### config.mk
export PLATFORM = sky130hd
export DESIGN_NAME = mem_arbiter
export DESIGN_NICKNAME = d
export VERILOG_FILES = /design/src/rtl/mem_arb_pkg.sv /design/src/rtl/mem_arbiter_picker.sv /design/src/rtl/mem_arbiter.sv
export SDC_FILE = /design/constraint.sdc
export NUM_CORES = 1
export LEC_CHECK = 0
export BUFFER_PORTS_ARGS = -buffer_cell sky130_fd_sc_hd__buf_4
export CORE_AREA = 2 2 110 112
export CTS_BUF_LIST = sky130_fd_sc_hd__clkbuf_8
export CTS_CLUSTER_SIZE = 40
export DETAILED_ROUTE_END_ITERATION = 6
export DIE_AREA = 0 0 112 114
export PLACE_DENSITY = 0.44
export SETUP_SLACK_MARGIN = 0.3
export SLEW_MARGIN = 20
export SYNTH_ARGS = -nofsm -noshare
export SYNTH_HDL_FRONTEND = slang
export SYNTH_SLANG_ARGS = --single-unit
### constraint.sdc
create_clock -name clk -period 2.68 [get_ports clk]
set_clock_uncertainty 0.1 [all_clocks]
set_input_delay 0.536 -clock clk [delete_from_list [all_inputs] [get_ports clk]]
set_output_delay 0.536 -clock clk [all_outputs]
set_load 0.01 [all_outputs]
### src/rtl/mem_arb_pkg.sv
// mem_arb_pkg: shared state encodings and bus slice widths for mem_arbiter.
// Priority scheme is chosen by ARB_ROUND_ROBIN_EN in the files that import this package.
package mem_arb_pkg;
  localparam logic S_IDLE = 1'b0;
  localparam logic S_BUSY = 1'b1;

  localparam int MAX_MASTERS = 8;

  localparam int ADDR_W = 32;
  localparam int DATA_W = 32;
  localparam int LANE_W = 4;
endpackage

### src/rtl/mem_arbiter_picker.sv
// arb_picker: combinational winner selection over the request vector.
// ARB_ROUND_ROBIN_EN: search starts after 'pointer'; otherwise the lowest index wins.
module arb_picker
  import mem_arb_pkg::*;
#(
  parameter int NUM_MASTERS = 2,
  parameter int GW          = $clog2(NUM_MASTERS)
) (
  input  logic [NUM_MASTERS-1:0] req,
`ifdef ARB_ROUND_ROBIN_EN
  input  logic [GW-1:0]          pointer,
`endif
  output logic [GW-1:0]          winner,
  output logic                   any
);

`ifdef ARB_ROUND_ROBIN_EN
  function automatic int rr_index(input int p, input int k);
    return (p + 1 + k) % NUM_MASTERS;
  endfunction

  // First requester found walking upward from the slot after the last winner.
  always_comb begin
    winner = '0;
    any    = 1'b0;
    for (int k = 0; k < NUM_MASTERS; k++) begin
      if (!any && req[rr_index(int'(pointer), k)]) begin
        winner = GW'(rr_index(int'(pointer), k));
        any    = 1'b1;
      end
    end
  end
`else
  // Descending scan so the lowest requesting index is the last assignment.
  always_comb begin
    winner = '0;
    any    = 1'b0;
    for (int k = NUM_MASTERS - 1; k >= 0; k--) begin
      if (req[k]) begin
        winner = GW'(k);
        any    = 1'b1;
      end
    end
  end
`endif

endmodule

### src/rtl/mem_arbiter.sv
// mem_arbiter: shares one valid/ready memory port among NUM_MASTERS masters, one transfer at a time.
// Define ARB_ROUND_ROBIN_EN for rotating priority; default build is fixed priority (master 0 first).
module mem_arbiter
  import mem_arb_pkg::*;
#(
  parameter int NUM_MASTERS = 2,
  parameter int GW          = $clog2(NUM_MASTERS)
) (
  input  logic                          clk,
  input  logic                          rst,
  input  logic [NUM_MASTERS*ADDR_W-1:0] m_addr,
  input  logic [NUM_MASTERS*DATA_W-1:0] m_dout,
  input  logic [NUM_MASTERS-1:0]        m_wr,
  input  logic [NUM_MASTERS*LANE_W-1:0] m_lane,
  input  logic [NUM_MASTERS-1:0]        m_valid,
  output logic [NUM_MASTERS-1:0]        m_ready,
  output logic [DATA_W-1:0]             m_din,
  output logic [ADDR_W-1:0]             s_addr,
  output logic [DATA_W-1:0]             s_dout,
  output logic                          s_wr,
  output logic [LANE_W-1:0]             s_lane,
  output logic                          s_valid,
  input  logic                          s_ready,
  input  logic [DATA_W-1:0]             s_din,
  output logic                          busy,
  output logic [GW-1:0]                 grant
);

  logic          state_reg, state_next;
  logic [GW-1:0] grant_reg, grant_next;
  logic [GW-1:0] winner;
  logic          any;

  logic [ADDR_W-1:0] addr_slice [NUM_MASTERS];
  logic [DATA_W-1:0] dout_slice [NUM_MASTERS];
  logic [LANE_W-1:0] lane_slice [NUM_MASTERS];

`ifdef ARB_ROUND_ROBIN_EN
  logic [GW-1:0] ptr_reg, ptr_next;

  always_ff @(posedge clk or posedge rst) begin
    if (rst) ptr_reg <= GW'(NUM_MASTERS - 1);
    else     ptr_reg <= ptr_next;
  end
`endif

  arb_picker #(
    .NUM_MASTERS(NUM_MASTERS),
    .GW         (GW)
  ) u_picker (
    .req    (m_valid),
`ifdef ARB_ROUND_ROBIN_EN
    .pointer(ptr_reg),
`endif
    .winner (winner),
    .any    (any)
  );

  always_ff @(posedge clk or posedge rst) begin
    if (rst) begin
      state_reg <= S_IDLE;
      grant_reg <= '0;
    end else begin
      state_reg <= state_next;
      grant_reg <= grant_next;
    end
  end

  // A granted master dropping valid early is treated as an abort: leave BUSY without m_ready.
  always_comb begin
    state_next = state_reg;
    grant_next = grant_reg;
`ifdef ARB_ROUND_ROBIN_EN
    ptr_next   = ptr_reg;
`endif
    case (state_reg)
      S_IDLE: begin
        if (any) begin
          state_next = S_BUSY;
          grant_next = winner;
`ifdef ARB_ROUND_ROBIN_EN
          ptr_next   = winner;
`endif
        end
      end
      default: begin
        if ((s_valid && s_ready) || !m_valid[grant_reg]) state_next = S_IDLE;
      end
    endcase
  end

  genvar gi;
  generate
    for (gi = 0; gi < NUM_MASTERS; gi++) begin : g_slice
      assign addr_slice[gi] = m_addr[gi*ADDR_W +: ADDR_W];
      assign dout_slice[gi] = m_dout[gi*DATA_W +: DATA_W];
      assign lane_slice[gi] = m_lane[gi*LANE_W +: LANE_W];
      assign m_ready[gi]    = busy && (grant_reg == GW'(gi)) && s_ready;
    end
  endgenerate

  // The async reset clears state_reg, so s_valid falls immediately with rst.
  assign busy    = (state_reg == S_BUSY);
  assign grant   = grant_reg;
  assign s_addr  = addr_slice[grant_reg];
  assign s_dout  = dout_slice[grant_reg];
  assign s_lane  = lane_slice[grant_reg];
  assign s_wr    = m_wr[grant_reg];
  assign s_valid = busy && m_valid[grant_reg];
  assign m_din   = s_din;

endmodule
==> flow_summary.toml, run 1 <==
[route]
top_layer = "met4"
ant_nets = 0
num_vias = 1612
wl_met3_um = 676
drt_wl_total_um = 5580
wl_per_cell_um = 12.4
dr.first_iter.drc_count = 59
dr_wl_met2_um = 2990
met1Wirelength_um = 1830
remaining_drc_errors = 0
dr.pass1.iters = 4
viasPerCell = 3.57

[global_route]
grt_max_degree = 42
grt_pass1_vias = 1556
overflow = 0
antenna_found_initial = 0
grt_use_total_pct = 7.55
grt_pass1_wl_um = 8020

[clock_tree]
h-tree-depth = 1
cts_resized = 0
cts_hold_buf = 0
cts_sinks = 2
cts_root_buf = "clkbuf_8"
clk_path_buf_depth = 2
post_cts_buffers = 0
clkLatencyLatePin_ns = 0.22
cts.clk_slew.worst_paths_ns = 0.03
cts_tree = "built"
numCtsBuffers = 3

[timing]
grt_setup_unrepaired = "false"
relSlewSlack_pct = 79.1
post-route-period-util_pct = 78.1
fin_crit_ns = 2.09
hold_viol_final = 0
setup_viol = 0
timing.fmax_ghz = 0.478
slew_violations = 0
fin_setup_tns_ns = 0
worst_slew_pin_slew_ns = 0.314

[synth]
syn_nets = 297
syn_avg_cell_area_um2 = 12.6
netlist_area_um2 = 1540
yosysWarnings = 0
synthCells = 122
synth_seq_area_share_pct = 3.25
yosysUniqueCellTypes = 14
synth-seq-cells = 2

[floorplan]
coreArea_um2 = 11700
fp.dieH_um = 114
initial_core_util_pct = 13.1
die_w_um = 112
rows = 40
num_io_pins = 281
die_area_um2 = 12800

[power_and_ir_drop]
ir_worst_vdd_uv = 336
leakagePower_nw = 1.69
p_per_area_nw_per_um2 = 507

[cells_and_area]
fin_cells = 451
nNetsFinal = 480
drive_gt1_share_pct = 95.7
diodes = 0
area_growth_pct = 97.7

[setup_path]
end_kind = "primary output"
criticalPathCategory = "register to primary output"
cp_data_arrival_time_ns = 1.46
cp.required_ns = 2.04
crit_path_max_fanout = 32
startpoint_type = "register"

[placed_design]
place_congestion = 0.700
portBuffers = 216
dp.cells = 447

[hold_path]
hold_path_class = "primary input to async pin"

[run_status]
outcome = "complete, no violations"

[job]
cap_violations = 0
-- kinds of logic (layout without fill, tap and decap cells) --
group                  count (synthesis)  count (layout)  synth area share (%)
AO/OA/AOI/OAI                          2               2                 0.732
flip-flops                             2               2                  3.25
multiplexers                          70              70                  67.8
buffers and inverters                 42             224                  26.0
AND/OR/NAND/NOR                        6               6                  2.28
-- per-stage QoR --
step / power (W) / utilization (%) / worst slack, ns / hold slack, ns / cell area, µm²
floorplan: 0.00101 / - / 0.982 / 0.177 / 1540
global placement: 0.00143 / 25.6 / 0.807 / 0.300 / 3000
detailed placement: 0.00144 / 25.6 / 0.799 / 0.303 / 3000
CTS: 0.00157 / 26.0 / 0.562 / 0.0707 / 3040
global route: 0.00164 / 26.0 / 0.533 / 0.0847 / 3040
finish: 0.00154 / 26.0 / 0.586 / 0.0716 / 3040
-- Yosys cell counts --
library cell | number | area share, %
dfrtp_1 | 2 | 3.3
and3_1 | 2 | 0.81
buf_4 | 32 | 16
mux2_4 | 68 | 66
buf_6 | 1 | 0.73
nor2b_1 | 2 | 0.81
inv_1 | 2 | 0.49
mux2i_1 | 1 | 0.65
buf_12 | 7 | 9.1
nor2_1 | 1 | 0.24
nand2b_1 | 1 | 0.41
a21oi_1 | 1 | 0.33
mux2_2 | 1 | 0.73
o22ai_1 | 1 | 0.41
-- placed cells by master, fill, tap and decap left out, drive strengths merged --
cell / instances
dfrtp: 2
and3: 2
clkbuf: 3
nand2b: 1
buf: 218
mux2: 69
nor2: 1
o22ai: 1
a21oi: 1
nor2b: 2
mux2i: 1
inv: 3
-- cell type report --
cell class	instances	area (µm²)
sequential	2	53.8
clock buffer	3	41.3
multi-input combinational	78	1090
tap	147	184
clock inverter	1	3.75
fill	1286	8670
inverter	2	7.51
timing repair buffer	218	1660
-- layer usage --
metal	vias up	track usage [%]
met5	-	0
met4	0	2.36
met3	18	1.65
met2	124	14.0
met1	708	8.64
li1	762	-
-- where the power goes --
| group | internal, W | total, W | switching, W |
|---|---|---|---|
| clock network | 0.0000974 | 0.000127 | 0.0000300 |
| registers | 0.0000420 | 0.0000563 | 0.0000143 |
| logic | 0.000861 | 0.00136 | 0.000497 |
-- worst max-delay path, stage by stage, from the launching register on --
cell and delay (ns):
dfrtp_4 0.43, buf_12 0.24, mux2_2 0.38, buf_4 0.15
-- path summary, 6_finish.rpt --
path	start	to	slack, ns	cells after the start
min in group clk	s_ready	busy$_DFF_PP0_	0.44	2
hold / removal	rst	grant$_DFFE_PP0P_	0.07	2
hold reg to reg	busy$_DFF_PP0_	busy$_DFF_PP0_	0.50	1
max in group asynchronous	rst	grant$_DFFE_PP0P_	2.29	2
setup reg to reg	grant$_DFFE_PP0P_	busy$_DFF_PP0_	1.41	3
setup / recovery	grant$_DFFE_PP0P_	s_lane[2]	0.59	3
Power figures use the tool's default switching activity.
==> inputs of run 2 (changes only) <==
--- a/config.mk
+++ b/config.mk
@@ -6,12 +6,12 @@
 export NUM_CORES = 1
 export LEC_CHECK = 0
 export BUFFER_PORTS_ARGS = -buffer_cell sky130_fd_sc_hd__buf_4
-export CORE_AREA = 2 2 110 112
+export CORE_AREA = 2 2 109 111
 export CTS_BUF_LIST = sky130_fd_sc_hd__clkbuf_8
 export CTS_CLUSTER_SIZE = 40
 export DETAILED_ROUTE_END_ITERATION = 6
-export DIE_AREA = 0 0 112 114
-export PLACE_DENSITY = 0.44
+export DIE_AREA = 0 0 111 113
+export PLACE_DENSITY = 0.46
 export SETUP_SLACK_MARGIN = 0.3
 export SLEW_MARGIN = 20
 export SYNTH_ARGS = -nofsm -noshare
==> constraint.sdc (replaced) <==
create_clock -name clk -period 1.7 [get_ports clk]
set_clock_uncertainty 0.1 [all_clocks]
set_input_delay 0.34 -clock clk [delete_from_list [all_inputs] [get_ports clk]]
set_output_delay 0.34 -clock clk [all_outputs]
set_load 0.01 [all_outputs]
==> flow_summary.toml, run 2 (synthesized netlist as in run 1, its figures left out) <==
[run_status]
outcome = "finished, violations left"
violations = "setup timing"

[timing]
worst_slew_pin_slew_ns = 0.238
timing.fmax_ghz = 0.545
hold_viol_final = 0
setup_viol = 71
slew_violations = 0
fin_ws_ns = -0.135
grt_setup_unrepaired = "true"
post-route-period-util_pct = 108
fin_crit_ns = 1.84
relSlewSlack_pct = 84.1

[floorplan]
fp.dieH_um = 113
coreArea_um2 = 11300
die_w_um = 111
rows = 39
initial_core_util_pct = 13.6
num_io_pins = 281
die_area_um2 = 12500

[clock_tree]
numCtsBuffers = 3
clkLatencyLatePin_ns = 0.21
clk_path_buf_depth = 2
cts.clk_slew.worst_paths_ns = 0.03
cts_tree = "built"
h-tree-depth = 1
post_cts_buffers = 0
cts_sinks = 2
cts_root_buf = "clkbuf_8"

[route]
dr.pass1.iters = 3
remaining_drc_errors = 0
viasPerCell = 3.62
num_vias = 1635
drt_wl_total_um = 5880
ant_nets = 0
dr.first_iter.drc_count = 24
wl_per_cell_um = 13.0

[power_and_ir_drop]
leakagePower_nw = 1.81
finalPower_w = 0.00281
ir_worst_vdd_uv = 404
p_per_area_nw_per_um2 = 835

[placed_design]
dp.cells = 446
portBuffers = 216
dpl.hpwl_um = 4890
place_congestion = 0.732

[setup_path]
worst-path-buf-inv = 2
worstRegToRegCells = 4
r2r-start = "grant$_DFFE_PP0P_"
cp_top_family = "flip-flops"
max_stage_delay_ns = 0.53
r2r-end = "busy$_DFF_PP0_"
cp_data_arrival_time_ns = 1.40
criticalPathCategory = "register to primary output"
cp.required_ns = 1.26
end_kind = "primary output"
critical_path.cell_chain = "buf_12, mux2_4, buf_6"
startpoint_type = "register"
slowest_stage = "dfrtp_4"
reg2reg_slack_ns = 0.33
crit_path_max_fanout = 24

[cells_and_area]
drive_gt1_share_pct = 96.8
fin_cells = 452
layout_commonest_cell = "buf_4"
final_cell_mix = "buf_4 (153), mux2_4 (69), buf_6 (65), clkbuf_8 (3), buf_12 (3)"
area_growth_pct = 119
diodes = 0
nNetsFinal = 485

[global_route]
grt_max_degree = 25
overflow = 0
grt_pass1_wl_um = 8090
grt_pass1_vias = 1631
antenna_found_initial = 0
grt_use_total_pct = 7.93

[hold_path]
hold_start = "s_ready"
worstHoldPathCells = 2
worstHoldEndpoint = "busy$_DFF_PP0_"
hold_path_class = "primary input to register"

[job]
cap_violations = 0
run 2: cell count changes in the layout (fill, tap and decap cells not counted), moves of 2 or more:
| cell | change |
|---|---|
| buf_6 | +65 |
| and3_1 | -2 |
| buf_4 | -63 |
| and3_4 | +2 |
run 2: per-stage QoR:
stage	area, µm²	setup WS, ns	setup TNS, ns	utilization (%)	hold WS (ns)
finish	3370	-0.135	-8.00	29.9	0.262
global route	3370	-0.184	-10.53	29.9	0.261
CTS	3330	-0.145	-8.16	29.5	0.244
detailed placement	3030	0.0822	0	26.9	0.104
global placement	3030	0.0945	0	26.9	0.109
floorplan	1550	0.207	0	-	-0.0188
run 2: layout make-up:
class / count / area (µm²)
Fill cell: 1170 / 7910
Timing Repair Buffer: 223 / 1980
Multi-Input combinational cell: 78 / 1110
Tap cell: 143 / 179
Sequential cell: 2 / 53.8
Clock buffer: 3 / 41.3
Inverter: 2 / 7.51
Clock inverter: 1 / 3.75
run 2: how the worst max path moves through the flow:
stage	from	to	slack (ns)	cells past startpoint
finish	grant$_DFFE_PP0P_	s_addr[23]	-0.14	3
global route	grant$_DFFE_PP0P_	s_addr[23]	-0.18	3
CTS	grant$_DFFE_PP0P_	s_valid	-0.14	4
detailed placement	grant$_DFFE_PP0P_	s_dout[16]	0.08	3
global placement	grant$_DFFE_PP0P_	s_addr[10]	0.09	3
floorplan	grant$_DFFE_PP0P_	s_addr[0]	0.21	3
run 2: repair_timing:
action	CTS	global route
setup endpoints to repair	73	74
hold buffers	1	0
pin swaps	0	1
resized for setup	65	3
gates cloned	0	1
hold endpoints to repair	2	0
run 2: routing by layer:
layer	GRT usage (%)	share of wire, %	vias to the layer above	wire [µm]
li1	-	-	773	-
met1	7.61	34	734	1990
met2	16.3	55	114	3240
met3	1.98	10	14	587
met4	2.67	1.1	0	62
met5	0	0	-	0
run 2: power breakdown:
part           total [W]  switching (W)  leakage (nW)  internal [W]
sequential      0.000104      0.0000373        0.0225     0.0000665
combinational    0.00251       0.000868          1.76       0.00164
clock           0.000194      0.0000412        0.0269      0.000153
==> inputs of run 3 (changes only) <==
==> constraint.sdc (replaced) <==
create_clock -name clk -period 1.7 [get_ports clk]
set_clock_uncertainty 0.1 [all_clocks]
set_input_delay 0 -clock clk [delete_from_list [all_inputs] [get_ports clk]]
set_output_delay 0 -clock clk [all_outputs]
set_load 0.01 [all_outputs]
==> flow_summary.toml, run 3 (synthesized netlist as in run 1, its figures left out) <==
[run_status]
outcome = "complete, no violations"

[timing]
grt_setup_unrepaired = "true"
hold_viol_final = 0
fin_crit_ns = 1.56
fin_setup_tns_ns = 0
relSlewSlack_pct = 86.3
post-route-period-util_pct = 91.7
timing.fmax_ghz = 0.642
slew_violations = 0
setup_viol = 0
worst_slew_pin_slew_ns = 0.206
fin_ws_ns = 0.142

[setup_path]
criticalPathCategory = "register to primary output"
cp_data_arrival_time_ns = 1.46
cp.required_ns = 1.60
end_kind = "primary output"
startpoint_type = "register"
crit_path_max_fanout = 22

[cells_and_area]
layout_commonest_cell = "buf_4"
nNetsFinal = 518
area_growth_pct = 125
final_cell_mix = "buf_4 (216), mux2_4 (68), dlygate4sd3_1 (36), inv_1 (3), clkbuf_8 (3)"
n_fill_cell = 1164
drive_gt1_share_pct = 86.0
stdcell_area_um2 = 3470
fin_cells = 486

[placed_design]
portBuffers = 216
dpl_cell_area_um2 = 2990
dp.cells = 443
dpl.hpwl_um = 5380
place_congestion = 0.737
preCtsSetupSlack_ns = 0.326

[floorplan]
initial_core_util_pct = 13.6
rows = 39
coreArea_um2 = 11300
die_w_um = 111
fp.dieH_um = 113
num_io_pins = 281
die_area_um2 = 12500

[global_route]
overflow = 0
grt_max_degree = 46
grt_pass1_wl_um = 9230
grt_use_total_pct = 9.07
antenna_found_initial = 1
grt_pass1_vias = 1838

[power_and_ir_drop]
leakagePower_nw = 1.87
ir_worst_vdd_uv = 432
p_per_area_nw_per_um2 = 770
finalPower_w = 0.00267

[route]
viasPerCell = 3.67
dr.pass1.iters = 4
dr.first_iter.drc_count = 52
remaining_drc_errors = 0
num_vias = 1785
ant_nets = 0
drt_wl_total_um = 6680
wl_per_cell_um = 13.7

[job]
cap_violations = 0

[clock_tree]
cts_sinks = 2
h-tree-depth = 1
numCtsBuffers = 3
cts_root_buf = "clkbuf_8"
cts.clk_slew.worst_paths_ns = 0.03
cts_tree = "built"
clkLatencyLatePin_ns = 0.22
post_cts_buffers = 0
clk_path_buf_depth = 2

[hold_path]
hold_path_class = "primary input to async pin"
-- run 3: cell types whose count changed in the layout (fill, tap and decap cells not counted) --
cell,change
buf_6,-65
and3_1,+2
inv_1,+1
inv_2,-1
dlygate4sd3_1,+35
mux2_4,-1
buf_4,+63
clkbuf_16,+1
buf_16,+2
buf_12,-3
mux2_2,+1
diode_2,+1
and3_4,-2
-- run 3: worst max-delay path, stage by stage (launching register included) --
cell       delay, ns
dfrtp_4         0.54
clkbuf_16       0.24
mux2_4          0.31
buf_4           0.14
-- run 3: metrics by stage --
stage,hold slack (ns),util (%)
3_3_place_gp,-0.231,26.5
2_1_floorplan,-0.359,-
3_5_place_dp,-0.224,26.5
5_1_grt,0.128,30.8
4_1_cts,0.111,30.2
6_report,0.112,30.8
-- run 3: path summary, 6_finish.rpt --
| check | from | end | slack [ns] | cells after the start |
|---|---|---|---|---|
| max in group asynchronous | rst | grant$_DFFE_PP0P_ | 1.25 | 3 |
| setup reg to reg | grant$_DFFE_PP0P_ | busy$_DFF_PP0_ | 0.38 | 3 |
| setup / recovery | grant$_DFFE_PP0P_ | s_lane[1] | 0.14 | 3 |
| hold reg to reg | busy$_DFF_PP0_ | busy$_DFF_PP0_ | 0.49 | 1 |
| min in group clk | m_dout[51] | s_dout[19] | 0.20 | 3 |
| hold / removal | rst | grant$_DFFE_PP0P_ | 0.11 | 3 |
-- run 3: where the power goes --
| group | leakage, nW | internal (W) | switching, W | total (W) |
|---|---|---|---|---|
| Combinational | 1.82 | 0.00150 | 0.000858 | 0.00236 |
| Clock | 0.0269 | 0.000153 | 0.0000456 | 0.000199 |
| Sequential | 0.0225 | 0.0000666 | 0.0000420 | 0.000109 |
-- run 3: cell type report --
type / instances / area (µm²) / share of cell area (%)
multi-input cells: 78 / 1090 / 31.5
diodes: 1 / 2.50 / 0.0722
repair buffers: 256 / 2090 / 60.2
flip-flops and latches: 2 / 53.8 / 1.55
inverters: 2 / 7.51 / 0.217
clock buffers: 3 / 41.3 / 1.19
well taps: 143 / 179 / 5.16
clock inverters: 1 / 3.75 / 0.108
-- run 3: routing by layer --
layer,vias to the layer above,global-route usage [%],part of all wire [%],wire [µm]
li1,842,-,-,-
met1,795,8.78,31,2080
met2,138,18.5,57,3840
met3,10,2.25,9.8,657
met4,0,3.17,1.6,107
met5,-,0,0,0
-- run 3: repair_timing --
item                                   4_1_cts  5_1_grt
pin swaps                                    0        0
cloned                                       0        2
hold buffers                                36        0
setup endpoints to repair                   72       73
endpoints found under the hold margin       36        0
gates resized for setup                      1        2
